<file path="config.mk">
export PLATFORM = sky130hd
export DESIGN_NAME = ifetch_mem_responder_flat
export DESIGN_NICKNAME = d
export VERILOG_FILES = /design/src/rtl/ifetch_mem_responder_if.sv /design/src/rtl/ifetch_mem_responder.sv /design/src/flat_wrapper.sv
export SDC_FILE = /design/constraint.sdc
export NUM_CORES = 1
export LEC_CHECK = 0
export ABC_AREA = 0
export CORE_MARGIN = 10
export CORE_UTILIZATION = 46
export CTS_CLUSTER_SIZE = 12
export DETAILED_ROUTE_END_ITERATION = 8
export PLACE_DENSITY_LB_ADDON = 0.12
export SKIP_CTS_REPAIR_TIMING = 1
export SYNTH_ARGS = -nofsm -noshare
export SYNTH_HDL_FRONTEND = slang
export SYNTH_SLANG_ARGS = --single-unit
</file>
<file path="constraint.sdc">
create_clock -name clock -period 5.3 [get_ports clock]
set_input_delay 1.06 -clock clock [delete_from_list [all_inputs] [get_ports clock]]
set_output_delay 1.06 -clock clock [all_outputs]
set_load 0.1 [all_outputs]
</file>
<file path="src/rtl/ifetch_mem_responder_if.sv">
// rtl/ifetch_mem_responder_if.sv - fetch-side and SRAM-side signal bundle for ifetch_mem_responder
//
// Purpose: groups the fetch request/response handshake, the flush strobe and
// the instruction SRAM read port into one bundle.
//   slave  modport: the responder (ifetch_mem_responder)
//   master modport: the fetch stage plus the SRAM model driving it
// Signals:
//   req_valid/req_ready/req_addr     fetch request handshake, 64-bit byte address
//   flush                            discard in-flight request (branch redirect)
//   resp_valid/resp_ready            response handshake
//   resp_pc/resp_inst/resp_fault     returned pc, instruction word, access fault
//   mem_en/mem_addr/mem_rdata        synchronous-read SRAM port, data one cycle after mem_en

interface ifetch_mem_responder_if #(
    parameter int PMEM_AW = 16
);
    logic               req_valid;
    logic               req_ready;
    logic [63:0]        req_addr;
    logic               flush;
    logic               resp_valid;
    logic               resp_ready;
    logic [63:0]        resp_pc;
    logic [31:0]        resp_inst;
    logic               resp_fault;
    logic               mem_en;
    logic [PMEM_AW-1:0] mem_addr;
    logic [31:0]        mem_rdata;

    modport slave (
        input  req_valid,
        output req_ready,
        input  req_addr,
        input  flush,
        output resp_valid,
        input  resp_ready,
        output resp_pc,
        output resp_inst,
        output resp_fault,
        output mem_en,
        output mem_addr,
        input  mem_rdata
    );

    modport master (
        output req_valid,
        input  req_ready,
        output req_addr,
        output flush,
        input  resp_valid,
        output resp_ready,
        input  resp_pc,
        input  resp_inst,
        input  resp_fault,
        input  mem_en,
        input  mem_addr,
        output mem_rdata
    );
endinterface

</file>
<file path="src/rtl/ifetch_mem_responder.sv">
// rtl/ifetch_mem_responder.sv - instruction-fetch responder over a word-wide synchronous SRAM with RVC support
//
// Purpose: accepts a halfword-aligned fetch address, reads the instruction
// SRAM (one word, or two when a 32-bit instruction straddles a word
// boundary) and returns a 32-bit instruction word with its pc. Odd or
// out-of-range addresses return an access fault without touching the SRAM.
// Ports:
//   clock  rising-edge clock
//   reset  asynchronous active-low reset
//   bus    ifetch_mem_responder_if.slave: fetch request/response handshake,
//          flush, and the SRAM read port (mem_en/mem_addr combinational)
// Parameters:
//   PMEM_BASE  byte address of SRAM word 0
//   PMEM_AW    SRAM word-address width (2^PMEM_AW words)

module ifetch_mem_responder #(
    parameter logic [63:0] PMEM_BASE = 64'h0000_0000_8000_0000,
    parameter int          PMEM_AW   = 16
) (
    input  logic                   clock,
    input  logic                   reset,
    ifetch_mem_responder_if.slave  bus
);

    typedef enum logic [1:0] {
        IDLE = 2'd0,
        RD0  = 2'd1,
        RD1  = 2'd2,
        RESP = 2'd3
    } state_t;

    state_t             state;
    logic [63:0]        pend_addr;
    logic [15:0]        saved_half;
    logic               resp_valid_q;
    logic               resp_fault_q;
    logic [31:0]        resp_inst_q;
    logic [63:0]        resp_pc_q;

    logic               accept;
    logic               req_in_range;
    logic               req_fault;
    logic [PMEM_AW-1:0] req_widx;
    logic [PMEM_AW-1:0] pend_widx;
    logic [PMEM_AW-1:0] next_widx;
    logic               next_in_range;
    logic               upper_is_32;

    // Base check comes first, so the subtraction never wraps for in-range
    // addresses; the shifted offset must then fit in PMEM_AW word bits.
    function automatic logic in_range(input logic [63:0] a);
        logic [63:0] off;
        off = a - PMEM_BASE;
        return (a >= PMEM_BASE) && ((off >> (PMEM_AW + 2)) == 64'd0);
    endfunction

    function automatic logic [PMEM_AW-1:0] word_index(input logic [63:0] a);
        return PMEM_AW'((a - PMEM_BASE) >> 2);
    endfunction

    assign bus.req_ready  = (state == IDLE) && !bus.flush;
    assign accept         = bus.req_valid && bus.req_ready;

    assign req_in_range   = in_range(bus.req_addr);
    assign req_fault      = bus.req_addr[0] || !req_in_range;
    assign req_widx       = word_index(bus.req_addr);

    assign pend_widx      = word_index(pend_addr);
    assign next_widx      = pend_widx + {{(PMEM_AW-1){1'b0}}, 1'b1};
    // The pending address is known in range, so the following word is in
    // range unless this is the last SRAM word.
    assign next_in_range  = ~&pend_widx;

    // Upper halfword of the returned word starts a 32-bit instruction.
    assign upper_is_32    = (bus.mem_rdata[17:16] == 2'b11);

    assign bus.resp_valid = resp_valid_q;
    assign bus.resp_fault = resp_fault_q;
    assign bus.resp_inst  = resp_inst_q;
    assign bus.resp_pc    = resp_pc_q;

    // SRAM read port is combinational so the read issues in the same cycle
    // the decision is made; flush suppresses the second read of a straddle.
    always_comb begin
        bus.mem_en   = 1'b0;
        bus.mem_addr = '0;
        case (state)
            IDLE: begin
                if (accept && !req_fault) begin
                    bus.mem_en   = 1'b1;
                    bus.mem_addr = req_widx;
                end
            end
            RD0: begin
                if (!bus.flush && pend_addr[1] && upper_is_32 && next_in_range) begin
                    bus.mem_en   = 1'b1;
                    bus.mem_addr = next_widx;
                end
            end
            default: ;
        endcase
    end

    always_ff @(posedge clock or negedge reset) begin
        if (!reset) begin
            state        <= IDLE;
            pend_addr    <= 64'd0;
            saved_half   <= 16'd0;
            resp_valid_q <= 1'b0;
            resp_fault_q <= 1'b0;
            resp_inst_q  <= 32'd0;
            resp_pc_q    <= 64'd0;
        end else if (bus.flush) begin
            // Redirect wins over everything; late SRAM data is simply not
            // consumed because RD0/RD1 are left.
            state        <= IDLE;
            resp_valid_q <= 1'b0;
        end else begin
            case (state)
                IDLE: begin
                    if (accept) begin
                        pend_addr <= bus.req_addr;
                        resp_pc_q <= bus.req_addr;
                        if (req_fault) begin
                            resp_fault_q <= 1'b1;
                            resp_inst_q  <= 32'd0;
                            resp_valid_q <= 1'b1;
                            state        <= RESP;
                        end else begin
                            state        <= RD0;
                        end
                    end
                end
                RD0: begin
                    if (!pend_addr[1]) begin
                        resp_inst_q  <= bus.mem_rdata;
                        resp_fault_q <= 1'b0;
                        resp_valid_q <= 1'b1;
                        state        <= RESP;
                    end else if (!upper_is_32) begin
                        resp_inst_q  <= {16'h0000, bus.mem_rdata[31:16]};
                        resp_fault_q <= 1'b0;
                        resp_valid_q <= 1'b1;
                        state        <= RESP;
                    end else begin
                        saved_half <= bus.mem_rdata[31:16];
                        if (!next_in_range) begin
                            resp_inst_q  <= 32'd0;
                            resp_fault_q <= 1'b1;
                            resp_valid_q <= 1'b1;
                            state        <= RESP;
                        end else begin
                            state        <= RD1;
                        end
                    end
                end
                RD1: begin
                    resp_inst_q  <= {bus.mem_rdata[15:0], saved_half};
                    resp_fault_q <= 1'b0;
                    resp_valid_q <= 1'b1;
                    state        <= RESP;
                end
                RESP: begin
                    if (bus.resp_ready) begin
                        resp_valid_q <= 1'b0;
                        state        <= IDLE;
                    end
                end
                default: state <= IDLE;
            endcase
        end
    end

endmodule

</file>
<file path="src/flat_wrapper.sv">
// flat-port wrapper written by rule: the top's interface ports become plain ports
module ifetch_mem_responder_flat 
#(
    parameter logic [63:0] PMEM_BASE = 64'h0000_0000_8000_0000,
    parameter int          PMEM_AW   = 16
)
  (clock, reset, bus_req_valid, bus_req_ready, bus_req_addr, bus_flush, bus_resp_valid, bus_resp_ready, bus_resp_pc, bus_resp_inst, bus_resp_fault, bus_mem_en, bus_mem_addr, bus_mem_rdata);
  ifetch_mem_responder_if #(.PMEM_AW(PMEM_AW)) bus_i ();
  input  logic clock;
  input  logic reset;
  input wire logic [$bits(bus_i.req_valid)-1:0] bus_req_valid;
  output wire logic [$bits(bus_i.req_ready)-1:0] bus_req_ready;
  input wire logic [$bits(bus_i.req_addr)-1:0] bus_req_addr;
  input wire logic [$bits(bus_i.flush)-1:0] bus_flush;
  output wire logic [$bits(bus_i.resp_valid)-1:0] bus_resp_valid;
  input wire logic [$bits(bus_i.resp_ready)-1:0] bus_resp_ready;
  output wire logic [$bits(bus_i.resp_pc)-1:0] bus_resp_pc;
  output wire logic [$bits(bus_i.resp_inst)-1:0] bus_resp_inst;
  output wire logic [$bits(bus_i.resp_fault)-1:0] bus_resp_fault;
  output wire logic [$bits(bus_i.mem_en)-1:0] bus_mem_en;
  output wire logic [$bits(bus_i.mem_addr)-1:0] bus_mem_addr;
  input wire logic [$bits(bus_i.mem_rdata)-1:0] bus_mem_rdata;
  assign bus_i.req_valid = bus_req_valid;
  assign bus_req_ready = bus_i.req_ready;
  assign bus_i.req_addr = bus_req_addr;
  assign bus_i.flush = bus_flush;
  assign bus_resp_valid = bus_i.resp_valid;
  assign bus_i.resp_ready = bus_resp_ready;
  assign bus_resp_pc = bus_i.resp_pc;
  assign bus_resp_inst = bus_i.resp_inst;
  assign bus_resp_fault = bus_i.resp_fault;
  assign bus_mem_en = bus_i.mem_en;
  assign bus_mem_addr = bus_i.mem_addr;
  assign bus_i.mem_rdata = bus_mem_rdata;
  ifetch_mem_responder #(.PMEM_BASE(PMEM_BASE), .PMEM_AW(PMEM_AW)) u_core (.clock(clock), .reset(reset), .bus(bus_i));
endmodule
</file>
# Yosys cells after proc, flatten, opt, wreduce, memory -nomap -nowiden
# Index checks and enable logic that the tools add are counted.
# W data, S select, Z words.
# totals
ff_bits	116
latchBits	0
ramBits	0
mem_bits_ro	0
input_bits	101
out_inout_bits	116
wordCells	74
n_memories	0
# op_classes
addsub	3
mul	0
n_div	0
n_lt_le_gt_ge	1
eq_ne	11
n_shift	0
n_mux	31
n_bitwise	1
n_reduce_logical	21
# ops
operator	n
$mux W32	5
$pmux W32 S3	1
$ge A64 B32 Y1 const B	1
$logic_not A64 Y1	1
$sub A64 B32 Y64 const B	1
$mux W16	2
$pmux W16 S2	1
$sub A18 B1 Y18 const B	1
$add A16 B1 Y16 const B	1
$reduce_and A16 Y1	1
$mux W1	12
$mux W2	6
$pmux W2 S4	1
$reduce_and A4 Y1	2
$logic_and A1 B1 Y1	7
$eq A2 B2 Y1 const B	3
$ne A3 B2 Y1 const B	2
$ne A5 B5 Y1 const B	1
$reduce_and A5 Y1	1
$logic_not A1 Y1	4
$ne A2 B1 Y1 const B	2
$ne A4 B4 Y1 const B	1
$pmux W1 S4	1
$ne A3 B3 Y1 const B	1
other kinds (9)	9

# Longest topological paths before layout
# Gate-level depths: netlist of run 1.
# depth
ltp_word	9
ltp_mapped	11
depth_no_buf	9

# Worst setup path after synthesis of run 1
# OpenSTA, ideal clock, no wires.
# synth_path
path_type	in2out
from	in bus_flush
to	out bus_mem_addr[14]
arrival_time_ps	5583
t_required_ps	4240
slack_ps	-1343
stages	7
path_buffers	3
path_cell_list	clkbuf_1 > nor2b_1 > and2_1 > clkbuf_1 > clkbuf_1 > nand2_1 > o21ai_0
# synth_via
elab_chain_len	6
word_cells_on_any_way	10
classes_between	3 x mux; 7 x reduce/logical
# synth_lines
element	line	rtl
start, declared	flat_wrapper.sv:14	input wire logic [$bits(bus_i.flush)-1:0] bus_flush;
$logic_not A1 Y1	ifetch_mem_responder.sv:61	assign bus.req_ready = (state == IDLE) && !bus.flush;
$logic_and A1 B1 Y1	ifetch_mem_responder.sv:61	
named net bus_req_ready	flat_wrapper.sv:12	output wire logic [$bits(bus_i.req_ready)-1:0] bus_req_ready;
$logic_and A1 B1 Y1	ifetch_mem_responder.sv:62	assign accept = bus.req_valid && bus.req_ready;
$logic_and A1 B1 Y1	ifetch_mem_responder.sv:89	if (accept && !req_fault) begin
$mux W16	ifetch_mem_responder.sv:89	
$pmux W16 S2	ifetch_mem_responder.sv:87	case (state)
end, declared	flat_wrapper.sv:21	output wire logic [$bits(bus_i.mem_addr)-1:0] bus_mem_addr;
# The timed path passes the listed nets, and every way through them passes these cells.

# Worst setup path after layout of run 1
# layout_path
from	in bus_req_addr[39]
to	out bus_mem_addr[10]
# layout_via
elab_chain_len	9
word_cells_on_any_way	10
classes_between	1 x add/sub; 1 x order compare; 2 x mux; 6 x reduce/logical
# layout_lines
element	line	rtl
start, declared	flat_wrapper.sv:13	input wire logic [$bits(bus_i.req_addr)-1:0] bus_req_addr;
$sub A64 B32 Y64	ifetch_mem_responder.sv:53	off = a - PMEM_BASE;
$logic_not A64 Y1	ifetch_mem_responder.sv:54	return (a >= PMEM_BASE) && ((off >> (PMEM_AW + 2)) == 64'd0);
$logic_and A1 B1 Y1 *	ifetch_mem_responder.sv:54	
$logic_not A1 Y1 *	ifetch_mem_responder.sv:65	assign req_fault = bus.req_addr[0] || !req_in_range;
$logic_or A1 B1 Y1 *	ifetch_mem_responder.sv:65	
$logic_not A1 Y1 *	ifetch_mem_responder.sv:89	
$logic_and A1 B1 Y1 *	ifetch_mem_responder.sv:89	
$mux W16 *	ifetch_mem_responder.sv:89	
$pmux W16 S2 *	ifetch_mem_responder.sv:87	
# Every way passes the cells marked *; elsewhere a longest branch is shown, timed or not.

==> results of run 1 <==
==> synthesized netlist by cell type, types with 9 or more instances <==
library cell | count | area (um^2)
sky130_fd_sc_hd__inv_1 | 13 | 48.8
sky130_fd_sc_hd__xor2_1 | 10 | 87.6
sky130_fd_sc_hd__nor2b_1 | 37 | 231
sky130_fd_sc_hd__o22ai_1 | 11 | 68.8
sky130_fd_sc_hd__nor3_1 | 9 | 45.0
sky130_fd_sc_hd__nand3_1 | 11 | 55.1
sky130_fd_sc_hd__nand2_1 | 205 | 769
sky130_fd_sc_hd__o21ai_0 | 18 | 90.1
sky130_fd_sc_hd__mux2_2 | 31 | 349
sky130_fd_sc_hd__nor4_1 | 12 | 75.1
sky130_fd_sc_hd__nor2_1 | 15 | 56.3
sky130_fd_sc_hd__a22oi_1 | 31 | 233
sky130_fd_sc_hd__clkbuf_1 | 26 | 97.6
sky130_fd_sc_hd__dfrtp_1 | 116 | 2900
sky130_fd_sc_hd__mux2_4 | 29 | 435
==> critical path: stages <==
cell	delay [ns]
sky130_fd_sc_hd__clkdlybuf4s50_1	0.42
sky130_fd_sc_hd__or4_4	0.56
sky130_fd_sc_hd__or4_4	0.53
sky130_fd_sc_hd__o31ai_4	0.27
sky130_fd_sc_hd__o2111ai_2	0.18
sky130_fd_sc_hd__nor4_4	0.24
sky130_fd_sc_hd__nand3_2	0.19
sky130_fd_sc_hd__buf_12	0.19
sky130_fd_sc_hd__buf_4	0.15
sky130_fd_sc_hd__o22ai_4	0.14
sky130_fd_sc_hd__buf_12	0.19
==> flip-flops by register name, summed over array words and instances, names as in the netlist <==
| signal | count |
|---|---|
| u_core.bus.resp_valid | 1 |
| u_core.state | 2 |
| u_core.bus.resp_inst | 32 |
| u_core.saved_half | 16 |
| u_core.bus.resp_fault | 1 |
| u_core.pend_addr | 64 |
==> logic make-up (layout without fill, tap and decap cells) <==
logic type / Yosys count / count (layout) / synth area share, %
AOI/OAI and AO/OA: 82 / 82 / 9.44
xor gates and xnor gates: 17 / 17 / 2.35
adders and majority gates: 7 / 7 / 1.38
buffers and inverters: 49 / 299 / 3.81
DFF: 116 / 116 / 45.8
muxes: 61 / 61 / 12.5
and+or+nand+nor: 331 / 331 / 24.7
==> path summary, 6_finish.rpt <==
kind | start | endpoint | depth (start not counted)
min reg2reg | u_core.pend_addr[50] | u_core.pend_addr[50] | 2
max in group asynchronous | reset | u_core.bus.resp_fault | 2
max reg2reg | u_core.pend_addr[2] | u_core.bus.resp_inst[27] | 9
min in group asynchronous | reset | u_core.pend_addr[7] | 1
min | u_core.pend_addr[50] | u_core.pend_addr[50] | 2
max | bus_req_addr[39] | bus_mem_addr[10] | 11
==> per-stage QoR <==
step	util [%]	TNS, ns	setup WS (ns)
finish	74.1	0	0.101
global route	74.1	-0.0136	-0.0136
CTS	73.1	-1.11	-0.136
detailed placement	68.5	-0.882	-0.117
global placement	68.5	0	0.0421
floorplan	-	-2.88	-0.482
==> layer usage <==
layer	routed length, um	part of all wire, %	track usage [%]
met2	10700	50	37.7
met5	0	0	0
met1	8490	40	25.5
met3	1850	8.6	9.03
met4	457	2.1	8.26
==> layout make-up <==
type / instances / area share, %
clock buffers: 19 / 4.58
clock inverters: 13 / 1.73
inverters: 13 / 0.493
multi-input cells: 498 / 34.5
flip-flops and latches: 116 / 29.3
well taps: 176 / 2.23
repair buffers: 254 / 27.2
==> results.py, run 1 <==
metrics = {
    "critical_path": {
        "crit_path_start_kind": "primary input",
        "crit_arrival_ns": 4.14,
        "worst-path-max-fanout": 8,
        "end_kind": "output pin",
        "critPathRequiredTime_ns": 4.24,
        "critPathKind": "primary input to output pin",
        "ff2ff_setup_slack_ns": 2.36,
    },
    "yosys": {
        "synth.lib_cells_used.distinct": 54,
        "ys_warn_count": 0,
        "seq_area_frac_synth_pct": 45.8,
        "synth_async_sr_flop_share_pct": 100,
        "number_of_enable_type_register_cells_in_the_synthesized_netlist": 0,
        "post_synth_instance_area_um2": 6340,
        "syn_nets": 771,
        "synth-seq-cells": 116,
        "syn-instance-count": 663,
        "ys.flop_type": "sky130_fd_sc_hd__dfrtp_1",
        "syn_area_per_cell_um2": 9.56,
    },
    "cts": {
        "clk_latency_ns": 0.43,
        "tritoncts_buffer_count": 17,
        "clock_tree.buffer_depth": 2,
        "cts.clk_slew.worst_paths_ns": 0.06,
        "cts.sinks": 116,
        "cts_root_buffer": "sky130_fd_sc_hd__clkbuf_16",
        "cts_tree": "built",
        "htree_levels": 4,
    },
    "floorplan": {
        "floorplan.rows": 42,
        "floorplan.core_area_um2": 13300,
        "starting_density_pct": 47.5,
        "fp.dieArea_um2": 18900,
        "die_w_um": 137,
        "chipHeight_um": 137,
        "ios": 217,
    },
    "cells_and_area": {
        "post_layout_nonfiller_instances": 1089,
        "share_of_layout_cells_above_drive_strength_1_pct": 20.9,
        "layout_common_cells": "sky130_fd_sc_hd__nand2_1, sky130_fd_sc_hd__clkdlybuf4s50_1, sky130_fd_sc_hd__dfrtp_1",
        "number_of_nets_in_the_layout": 1008,
        "layout_commonest_cell": "sky130_fd_sc_hd__nand2_1",
        "syn2layout_area_growth_pct": 56.2,
        "num_antenna_cells": 0,
        "final_design_area_no_fill_um2": 9900,
        "n_fill_cell": 969,
        "area_used_by_multi_input_combinational_logic_um2": 3410,
        "ff_latch_area_um2": 2900,
    },
    "timing": {
        "fmax_mhz": 192,
        "post-route-period-util_pct": 98.1,
        "timing.clock.skew_ns": 0.00819,
        "slew_viols_final": 0,
        "finalHoldWorstSlack_ns": 0.473,
        "final.min_clock_period_ns": 5.20,
        "worst_slew_pin_slew_ns": 1.27,
        "final_hold_viol_count": 0,
        "worst_slew_margin_rel_pct": 15.3,
        "final-setup-viol-count": 0,
    },
    "detailed_routing": {
        "drtPass1Iterations": 6,
        "iter_0_drt_violations": 427,
        "post_drt_wl_per_cell_um": 19.7,
        "route.detailed.vias_per_inst": 5.42,
        "routed_wl_mm": 21.5,
        "drcViolationCount": 0,
        "drt.antenna.violating_nets": 0,
        "vias": 5901,
    },
    "status": {
        "status": "completed",
    },
    "place": {
        "detailedPlacementHpwl_mm": 15.6,
        "placement.io_buffers": 216,
        "routabilityCongestion": 0.873,
        "detailed_place.area_um2": 9140,
        "cell_total_after_placement": 1055,
    },
    "global_routing": {
        "number_of_antenna_violations_at_the_first_check_in_global_routing": 0,
        "grt.overflow.total": 0,
        "grt_usage_pct": 22.5,
        "wire_length_of_the_first_global_routing_pass_mm": 33.4,
        "grt_pass1_vias": 6309,
        "grt_max_degree": 69,
    },
    "run": {
        "max_cap_viols": 0,
    },
    "worst_hold_path": {
        "timing.hold.worst.class": "flip-flop to flip-flop",
    },
}
Power of run 1 is left out: the tool's default activity adds up to more than one toggle a clock period on the data nets, which glitch-free logic cannot reach.
==> run 2, diff against run 1 <==
Settings changed: CAP_MARGIN set to 20, CORE_MARGIN 10 to unset, SKIP_LAST_GASP set to 1.
==> run 2 against run 1 <==
Cell area rose by 0.24%. Clock-buffer cell count did not move. Sequential share of layout area is 0.070 points lower. Wire length fell by 9.4%. Critical path type unchanged. Maximum frequency increased by 1.0%. Critical path depth fell by 1. First-iteration DRC count shrank 3.0%. Clock skew is 0.0022 ns lower.
==> results.py, run 2 (same netlist as run 1, synthesis figures left out) <==
metrics = {
    "cells_and_area": {
        "top_register_by_number_of_flip_flops": "u_core.pend_addr",
        "layout_common_cells": "sky130_fd_sc_hd__nand2_1, sky130_fd_sc_hd__clkdlybuf4s50_1, sky130_fd_sc_hd__dfrtp_1",
        "largest_register_ffs": 64,
        "num_antenna_cells": 0,
        "share_of_layout_cells_above_drive_strength_1_pct": 21.1,
        "syn2layout_area_growth_pct": 56.5,
        "number_of_nets_in_the_layout": 1006,
        "area_used_by_multi_input_combinational_logic_um2": 3460,
        "layout_commonest_cell": "sky130_fd_sc_hd__nand2_1",
        "ff_latch_area_um2": 2900,
        "post_layout_nonfiller_instances": 1087,
        "final_util_pct": 74.3,
        "n_fill_cell": 945,
    },
    "floorplan": {
        "chipHeight_um": 119,
        "fp.dieArea_um2": 14300,
        "floorplan.rows": 42,
        "starting_density_pct": 47.5,
        "floorplan.core_area_um2": 13300,
        "ios": 217,
        "die_w_um": 119,
    },
    "place": {
        "cell_total_after_placement": 1052,
        "placement.io_buffers": 216,
        "detailedPlacementHpwl_mm": 13.4,
        "routabilityCongestion": 0.893,
    },
    "timing": {
        "fmax_mhz": 194,
        "post-route-period-util_pct": 97.1,
        "timing.clock.skew_ns": 0.00596,
        "final_hold_viol_count": 0,
        "fin_tns_setup_ns": 0,
        "slew_viols_final": 0,
        "finalHoldWorstSlack_ns": 0.471,
        "final-setup-viol-count": 0,
        "worst_slew_pin_slew_ns": 1.04,
        "final.min_clock_period_ns": 5.15,
        "worst_slew_margin_rel_pct": 30.6,
    },
    "critical_path": {
        "path_delay_family": "simple AND/OR/NAND/NOR gates",
        "crit_path_start_kind": "primary input",
        "critPathKind": "primary input to output pin",
        "critical_path.n_buffers_inverters": 3,
        "critical-path-max-stage-delay_ns": 0.60,
        "slowest_stage": "sky130_fd_sc_hd__or4_4",
        "end_kind": "output pin",
        "crit_arrival_ns": 4.09,
        "critPathRequiredTime_ns": 4.24,
        "worst-path-max-fanout": 8,
        "crit_chain": "clkdlybuf4s50_1 > or4b_4 > or4_4 > o31ai_1 > nand3_1 > nor3_2 > nand3_2 > clkbuf_16 > o22ai_4 > buf_12",
    },
    "status": {
        "status": "completed",
    },
    "cts": {
        "clk_latency_ns": 0.42,
        "htree_levels": 4,
        "tritoncts_buffer_count": 17,
        "cts_root_buffer": "sky130_fd_sc_hd__clkbuf_16",
        "cts.clk_slew.worst_paths_ns": 0.05,
        "cts_tree": "built",
        "clock_tree.buffer_depth": 2,
        "cts.sinks": 116,
    },
    "global_routing": {
        "grt_pass1_vias": 6004,
        "grt_usage_pct": 27.6,
        "grt.overflow.total": 0,
        "number_of_antenna_violations_at_the_first_check_in_global_routing": 0,
        "grt_max_degree": 70,
        "wire_length_of_the_first_global_routing_pass_mm": 30.8,
    },
    "worst_hold_path": {
        "timing.hold.worst.class": "flip-flop to flip-flop",
    },
    "detailed_routing": {
        "drcViolationCount": 0,
        "route.detailed.vias_per_inst": 5.43,
        "drt.antenna.violating_nets": 0,
        "drtPass1Iterations": 7,
        "vias": 5899,
        "post_drt_wl_per_cell_um": 17.9,
        "routed_wl_mm": 19.4,
        "iter_0_drt_violations": 414,
    },
    "run": {
        "max_cap_viols": 0,
    },
}
==> run 2: worst paths after layout <==
check | endpoint | slack, ns | depth (start not counted) | startpoint
max in group asynchronous | u_core.pend_addr[60] | 3.32 | 2 | reset
setup / recovery | bus_mem_addr[13] | 0.15 | 10 | bus_req_addr[35]
hold reg to reg | u_core.pend_addr[54] | 0.47 | 2 | u_core.pend_addr[54]
hold / removal | u_core.pend_addr[54] | 0.47 | 2 | u_core.pend_addr[54]
min in group asynchronous | u_core.pend_addr[6] | 0.73 | 1 | reset
setup reg to reg | u_core.bus.resp_inst[26] | 2.30 | 9 | u_core.pend_addr[2]
==> run 2: area by class of cell <==
class                           instances  share of cell area, %
Clock inverter                         13                   1.83
Tap cell                              176                   2.22
Timing Repair Buffer                  251                   26.8
Inverter                               13                  0.492
Sequential cell                       116                   29.3
Multi-Input combinational cell        499                   34.8
Clock buffer                           19                   4.57
==> run 2: worst reg2reg max path, delay by kind of cell (launching register included) <==
| family | cells | cell delay (ns) |
|---|---|---|
| buffers and inverters | 1 | 0.28 |
| multiplexers | 1 | 0.41 |
| AND/OR/NAND/NOR | 4 | 1.13 |
| flip-flops | 1 | 0.46 |
| AO/OA/AOI/OAI | 2 | 0.35 |
| adder cells (fa/ha/maj) | 1 | 0.25 |
==> run 2: through the flow <==
step                setup slack (ns)  cell area, um^2
CTS                           -0.106             9760
finish                         0.154             9920
detailed placement           -0.0682             9120
global placement              0.0534             9110
floorplan                     -0.482             6480
global route                -0.00741             9920
==> run 2: layer usage <==
layer	wire length (um)	up-vias	GRT usage (%)	share of wire (%)
met1	8220	2895	33.7	42
met5	0	-	0	0
li1	-	2764	-	-
met4	311	0	9.14	1.6
met2	9580	208	46.6	49
met3	1330	32	8.33	6.8
Power of run 2 is left out for the same reason.
